==> config.mk <==
export PLATFORM = sky130hd
export DESIGN_NAME = centimos_pa_euros
export DESIGN_NICKNAME = d
export VERILOG_FILES = /design/src/rtl/centimos_pkg.sv /design/src/rtl/centimos_bcd2.sv /design/src/rtl/centimos_pa_euros.sv
export SDC_FILE = /design/constraint.sdc
export NUM_CORES = 1
export LEC_CHECK = 0
export BUFFER_PORTS_ARGS = -buffer_cell sky130_fd_sc_hd__buf_4
export CORE_MARGIN = 5
export CORE_UTILIZATION = 50
export DETAILED_ROUTE_END_ITERATION = 8
export PLACE_DENSITY = 0.74
export RECOVER_POWER = 25
export SLEW_MARGIN = 20
export SYNTH_ARGS = -nofsm -noshare
export SYNTH_HDL_FRONTEND = slang
export SYNTH_SLANG_ARGS = --single-unit
export TNS_END_PERCENT = 20
==> constraint.sdc <==
create_clock -name clk -period 1.9 [get_ports clk]
set_input_delay 0.19 -clock clk [delete_from_list [all_inputs] [get_ports clk]]
set_output_delay 0.19 -clock clk [all_outputs]
set_load 0.05 [all_outputs]
==> src/rtl/centimos_pkg.sv <==
// ============================================================================
// Module   : centimos_pkg
// Brief    : Shared constants and types for the cents-to-euros converter.
// Revision : 1.0
// ============================================================================
`default_nettype none

package centimos_pkg;

    localparam int CENTS_W        = 10;
    localparam int CENTS_PER_EURO = 100;
    localparam int CNT_W          = $clog2(CENTS_W + 1);

    typedef enum logic [0:0] {
        IDLE = 1'b0,
        DIV  = 1'b1
    } state_t;

    // Partial remainder must hold values up to 2*divisor-1 before the subtract.
    function automatic int rem_width(input int divisor);
        return $clog2(divisor) + 1;
    endfunction

endpackage

`default_nettype wire

==> src/rtl/centimos_bcd2.sv <==
// ============================================================================
// Module   : centimos_bcd2
// Brief    : Two-digit binary-to-BCD converter for remainders 0..99.
// Revision : 1.0
// ============================================================================
`default_nettype none

module centimos_bcd2
    import centimos_pkg::*;
(
    input  logic [6:0] bin,
    output logic [7:0] bcd
);

    logic [3:0] w_tens;
    logic [3:0] w_units;

    always_comb begin
        w_tens  = 4'(bin / 7'd10);
        w_units = 4'(bin % 7'd10);
        bcd     = {w_tens, w_units};
    end

endmodule

`default_nettype wire

==> src/rtl/centimos_pa_euros.sv <==
// ============================================================================
// Module   : centimos_pa_euros
// Brief    : Sequential restoring divider converting cents into euros and
//            remaining cents. Optional BCD remainder output: CENTIMOS_BCD_EN.
// Revision : 1.0
// ============================================================================
`default_nettype none

module centimos_pa_euros
    import centimos_pkg::*;
#(
    parameter int DIVISOR = CENTS_PER_EURO,
    parameter int W       = CENTS_W
)
(
    input  logic         clk,
    input  logic         rst_n,
    input  logic         start,
    input  logic [W-1:0] centimos,
    output logic         busy,
    output logic         done,
    output logic [W-1:0] eurosinteiros,
`ifdef CENTIMOS_BCD_EN
    output logic [7:0]   fracao_bcd,
`endif
    output logic [W-1:0] eurosfracao
);

    localparam int                 c_rem_w    = rem_width(DIVISOR);
    localparam int                 c_cnt_w    = $clog2(W + 1);
    localparam logic [c_rem_w:0]   c_div      = (c_rem_w + 1)'(DIVISOR);
    localparam logic [c_cnt_w-1:0] c_cnt_init = c_cnt_w'(W);
    localparam logic [c_cnt_w-1:0] c_cnt_last = c_cnt_w'(1);

    state_t               r_state;
    state_t               w_state_next;
    logic                 w_accept;
    logic                 w_step;
    logic                 w_last;

    logic [W-1:0]         r_dividend;
    logic [W-1:0]         r_quot;
    logic [c_rem_w-1:0]   r_rem;
    logic [c_cnt_w-1:0]   r_cnt;
    logic                 r_done;

    logic [c_rem_w:0]     w_rem_shift;
    logic                 w_ge;
    logic [c_rem_w-1:0]   w_rem_next;
    logic [W-1:0]         w_quot_next;

    // ------------------------------------------------------------------
    // FSM
    // ------------------------------------------------------------------
    always_ff @(posedge clk or negedge rst_n) begin
        if (!rst_n) begin
            r_state <= IDLE;
        end else begin
            r_state <= w_state_next;
        end
    end

    always_comb begin
        w_state_next = r_state;
        case (r_state)
            IDLE:    if (start) w_state_next = DIV;
            DIV:     if (r_cnt == c_cnt_last) w_state_next = IDLE;
            default: w_state_next = IDLE;
        endcase
    end

    always_comb begin
        w_accept = (r_state == IDLE) && start;
        w_step   = (r_state == DIV);
        w_last   = (r_state == DIV) && (r_cnt == c_cnt_last);
    end

    // ------------------------------------------------------------------
    // One restoring step per cycle, quotient MSB first
    // ------------------------------------------------------------------
    always_comb begin
        w_rem_shift = {r_rem, r_dividend[W-1]};
        w_ge        = (w_rem_shift >= c_div);
        w_rem_next  = w_ge ? c_rem_w'(w_rem_shift - c_div) : c_rem_w'(w_rem_shift);
        w_quot_next = (r_quot << 1) | W'(w_ge);
    end

    always_ff @(posedge clk or negedge rst_n) begin
        if (!rst_n) begin
            r_dividend <= '0;
            r_quot     <= '0;
            r_rem      <= '0;
            r_cnt      <= '0;
            r_done     <= 1'b0;
        end else begin
            r_done <= w_last;
            if (w_accept) begin
                r_dividend <= centimos;
                r_quot     <= '0;
                r_rem      <= '0;
                r_cnt      <= c_cnt_init;
            end else if (w_step) begin
                r_dividend <= r_dividend << 1;
                r_quot     <= w_quot_next;
                r_rem      <= w_rem_next;
                r_cnt      <= r_cnt - c_cnt_last;
            end
        end
    end

    // ------------------------------------------------------------------
    // Result registers: written only on the final iteration edge
    // ------------------------------------------------------------------
    always_ff @(posedge clk or negedge rst_n) begin
        if (!rst_n) begin
            eurosinteiros <= '0;
            eurosfracao   <= '0;
        end else if (w_last) begin
            eurosinteiros <= w_quot_next;
            eurosfracao   <= W'(w_rem_next);
        end
    end

`ifdef CENTIMOS_BCD_EN
    logic [7:0] w_bcd;

    centimos_bcd2 u_bcd2 (
        .bin (7'(w_rem_next)),
        .bcd (w_bcd)
    );

    always_ff @(posedge clk or negedge rst_n) begin
        if (!rst_n) begin
            fracao_bcd <= 8'h00;
        end else if (w_last) begin
            fracao_bcd <= w_bcd;
        end
    end
`endif

    assign busy = (r_state == DIV);
    assign done = r_done;

endmodule

`default_nettype wire

==> flow_metrics.env <==
export IMPL_final_common_cell="dfrtp_1"
export IMPL_routedWlPerCell_um=14.6
export IMPL_clk_latency_ns=0.30
export IMPL_clockRootBuffer="clkbuf_8"
export IMPL_num_rows=24
export IMPL_routed_wl_mm=4.51
export IMPL_worst_slew_pin_slew_ns=1.24
export IMPL_status="finished clean"
export IMPL_min_from="centimos[0]"
export IMPL_dr_pass1_iters=4
export IMPL_via_count=1679
export IMPL_hold_viol=0
export IMPL_drv_slew=0
export IMPL_cts_clk_slew_worst_paths_ns=0.09
export IMPL_dp_hpwl_mm=3.01
export IMPL_netlist_instances=216
export IMPL_ant_nets=0
export IMPL_crit_type="reg2reg"
export IMPL_avgViaCountPerCell=5.45
export IMPL_period_needed_ns=1.85
export IMPL_crit_start="r_rem[2]"
export IMPL_numPortBuffers=32
export IMPL_clockBufferDepth=2
export IMPL_slew_limit_headroom_pct=17.5
export IMPL_synth_area_um2=2260
export IMPL_cts_num_sinks=51
export IMPL_numCtsBuffers=5
export IMPL_core_area_um2=4380
export IMPL_max_freq_ghz=0.540
export IMPL_synth_seq_cells=51
export IMPL_post_route_util_pct=62.5
export IMPL_path_max_fanout=4
export IMPL_grt_pass1_vias=1607
export IMPL_worstRegToRegCells=6
export IMPL_htree_levels=2
export IMPL_synth_edff_count=0
export IMPL_antenna_found_initial=0
export IMPL_overflow=0
export IMPL_grt_usage_pct=16.0
export IMPL_drt_iter0_drc=131
export IMPL_fin_skew_ns=0.00846
export IMPL_power_density_nw_per_um2=1940
export IMPL_cts_tree="yes"
export IMPL_synth_ff_type="dfrtp_1"
export IMPL_die_area_um2=5970
export IMPL_p_sw_share_pct=42.8
export IMPL_antenna_cells=0
export IMPL_drcViolationCount=0
export IMPL_p_int_uw=3040
export IMPL_ys_types=38
export IMPL_critPathLaunchType="register"
export IMPL_required_ns=2.10
export IMPL_power_leakage_uw=0.00135
export IMPL_area_growth_syn_to_layout_pct=21.1
export IMPL_maxCapViolCount=0
export IMPL_rr_startpoint="r_rem[2]"
export IMPL_yosysSeqAreaShare_pct=56.4
export IMPL_post_synth_cell_area_avg_um2=10.5
export IMPL_dieHeight_um=77.2
export IMPL_seq_power_share_pct=37.0
export IMPL_crit_arrival_ns=2.05
export IMPL_end_kind="register"
export IMPL_io_pins=35
export IMPL_place_congestion=0.859
export IMPL_power_share_clock_pct=14.9
export IMPL_p_comb_share_pct=48.1
export IMPL_grt_max_degree=52
export IMPL_finalSetupViolations=0
export IMPL_switchingPower_uw=2280
export IMPL_fin_nets=272
export IMPL_initial_core_util_pct=51.6
export IMPL_setup_tns_ns=0
export IMPL_synthArstFlopShare_pct=100
export IMPL_worst_hold_path_num_cells=3
export IMPL_ir_drop_v=0.000800
export IMPL_yosys_warnings=0
export IMPL_mostFrequentLayoutCells="dfrtp_1, nand2_1, buf_4, o21ai_0"
export IMPL_die_width_um=77.2
export IMPL_grt_pass1_wl_mm=7.81
export IMPL_rsz0062_at_grt="no"
export IMPL_drive_gt1_share_pct=26.6
export IMPL_min_path_type="in2reg"
export IMPL_timing_final_crit_share_pct=97.5
-- metrics by stage --
| stage | instances | power (µW) | setup slack [ns] | hold WS [ns] | instance area, µm² |
|---|---|---|---|---|---|
| floorplan | 217 | 3750 | 0.0102 | -0.106 | 2260 |
| global placement | 297 | 4420 | 0.0470 | 0.256 | 2580 |
| detailed placement | 297 | 4490 | 0.00606 | 0.257 | 2580 |
| CTS | 306 | 5310 | -0.0507 | 0.153 | 2710 |
| global route | 308 | 5700 | 0.00830 | 0.166 | 2740 |
| finish | 308 | 5320 | 0.0466 | 0.152 | 2740 |
-- path summary, 6_finish.rpt --
kind / end / slack [ns]
setup / recovery: eurosfracao[6] / 0.05
hold / removal: r_dividend[0] / 0.15
setup reg to reg: eurosfracao[6] / 0.05
hold reg to reg: eurosinteiros[0] / 0.48
max in group asynchronous: r_rem[1] / 0.40
min in group asynchronous: eurosfracao[4] / 0.68
-- worst max-delay path: stages, from the launching register on --
cell and delay, ns:
dfrtp_1 0.40, inv_2 0.09, ha_4 0.12, or3b_4 0.40, a311o_1 0.33, a21o_1 0.17, mux2_4 0.25
-- routing by layer --
metal / track usage, % / up-vias / part of all wire [%]
met1: 22.2 / 814 / 45
met2: 24.6 / 41 / 48
met3: 4.45 / 5 / 5.5
met4: 4.64 / 0 / 0.93
li1: - / 819 / -
met5: 0 / - / 0
-- cell usage after synthesis, drive strengths merged (2+ instances only) --
cell     n  area, µm²
o41ai    2       17.5
mux2     4       48.8
xnor2    2       17.5
or3      3       18.8
a22o    12        108
nor2     8       30.0
o22ai    4       25.0
a21oi    2       10.0
ha       4       50.1
nor3     5       36.3
dfrtp   51       1280
buf      5       30.0
a31o     2       17.5
a31oi    3       18.8
o21ai   15       75.1
nand3    2       10.0
inv      8       30.0
mux2i   10        100
a21o     2       15.0
nor2b    2       12.5
clkbuf   8       30.0
nand2   49        184
nand4    2       12.5
-- what timing repair did --
item | in CTS | in global routing
hold buffers | 1 | 0
endpoints found under the hold margin | 51 | 0
buffers inserted | 0 | 2
endpoints found under the setup margin | 3 | 4
pin swaps | 0 | 2
gates resized for setup | 1 | 3
-- power by group through the flow --
stage               Sequential (µW)  Clock (µW)  Combinational [µW]
global route                   2040         866                2790
CTS                            1950         817                2540
floorplan                      2530           0                1220
finish                         1970         793                2560
detailed placement             1970           0                2520
global placement               1960           0                2460
-- sequential cells by signal, indices dropped and copies added, names as in the netlist --
register and count:
r_cnt 4, r_rem 8, r_dividend 10, busy 1
done 1, eurosfracao 8, eurosinteiros 10, r_quot 9
-- cell type report --
class	instances	area, µm²
Inverter	8	30.0
Fill cell	359	1650
Clock buffer	6	82.6
Timing Repair Buffer	44	330
Clock inverter	2	38.8
Sequential cell	51	1280
Multi-Input combinational cell	145	915
Tap cell	52	65.1
-- cells by family (layout without fill, tap and decap cells) --
group | count (synthesis) | after routing | synth area share, %
simple gates | 76 | 76 | 15.2
buf+inv | 21 | 60 | 3.98
xor+xnor | 2 | 2 | 0.775
other cells | 1 | 2 | 0.166
flops | 51 | 51 | 56.4
compound gates | 47 | 47 | 14.6
mux | 14 | 14 | 6.59
fa+ha+maj | 4 | 4 | 2.21
No activity file was read; power rests on OpenSTA's default activity.
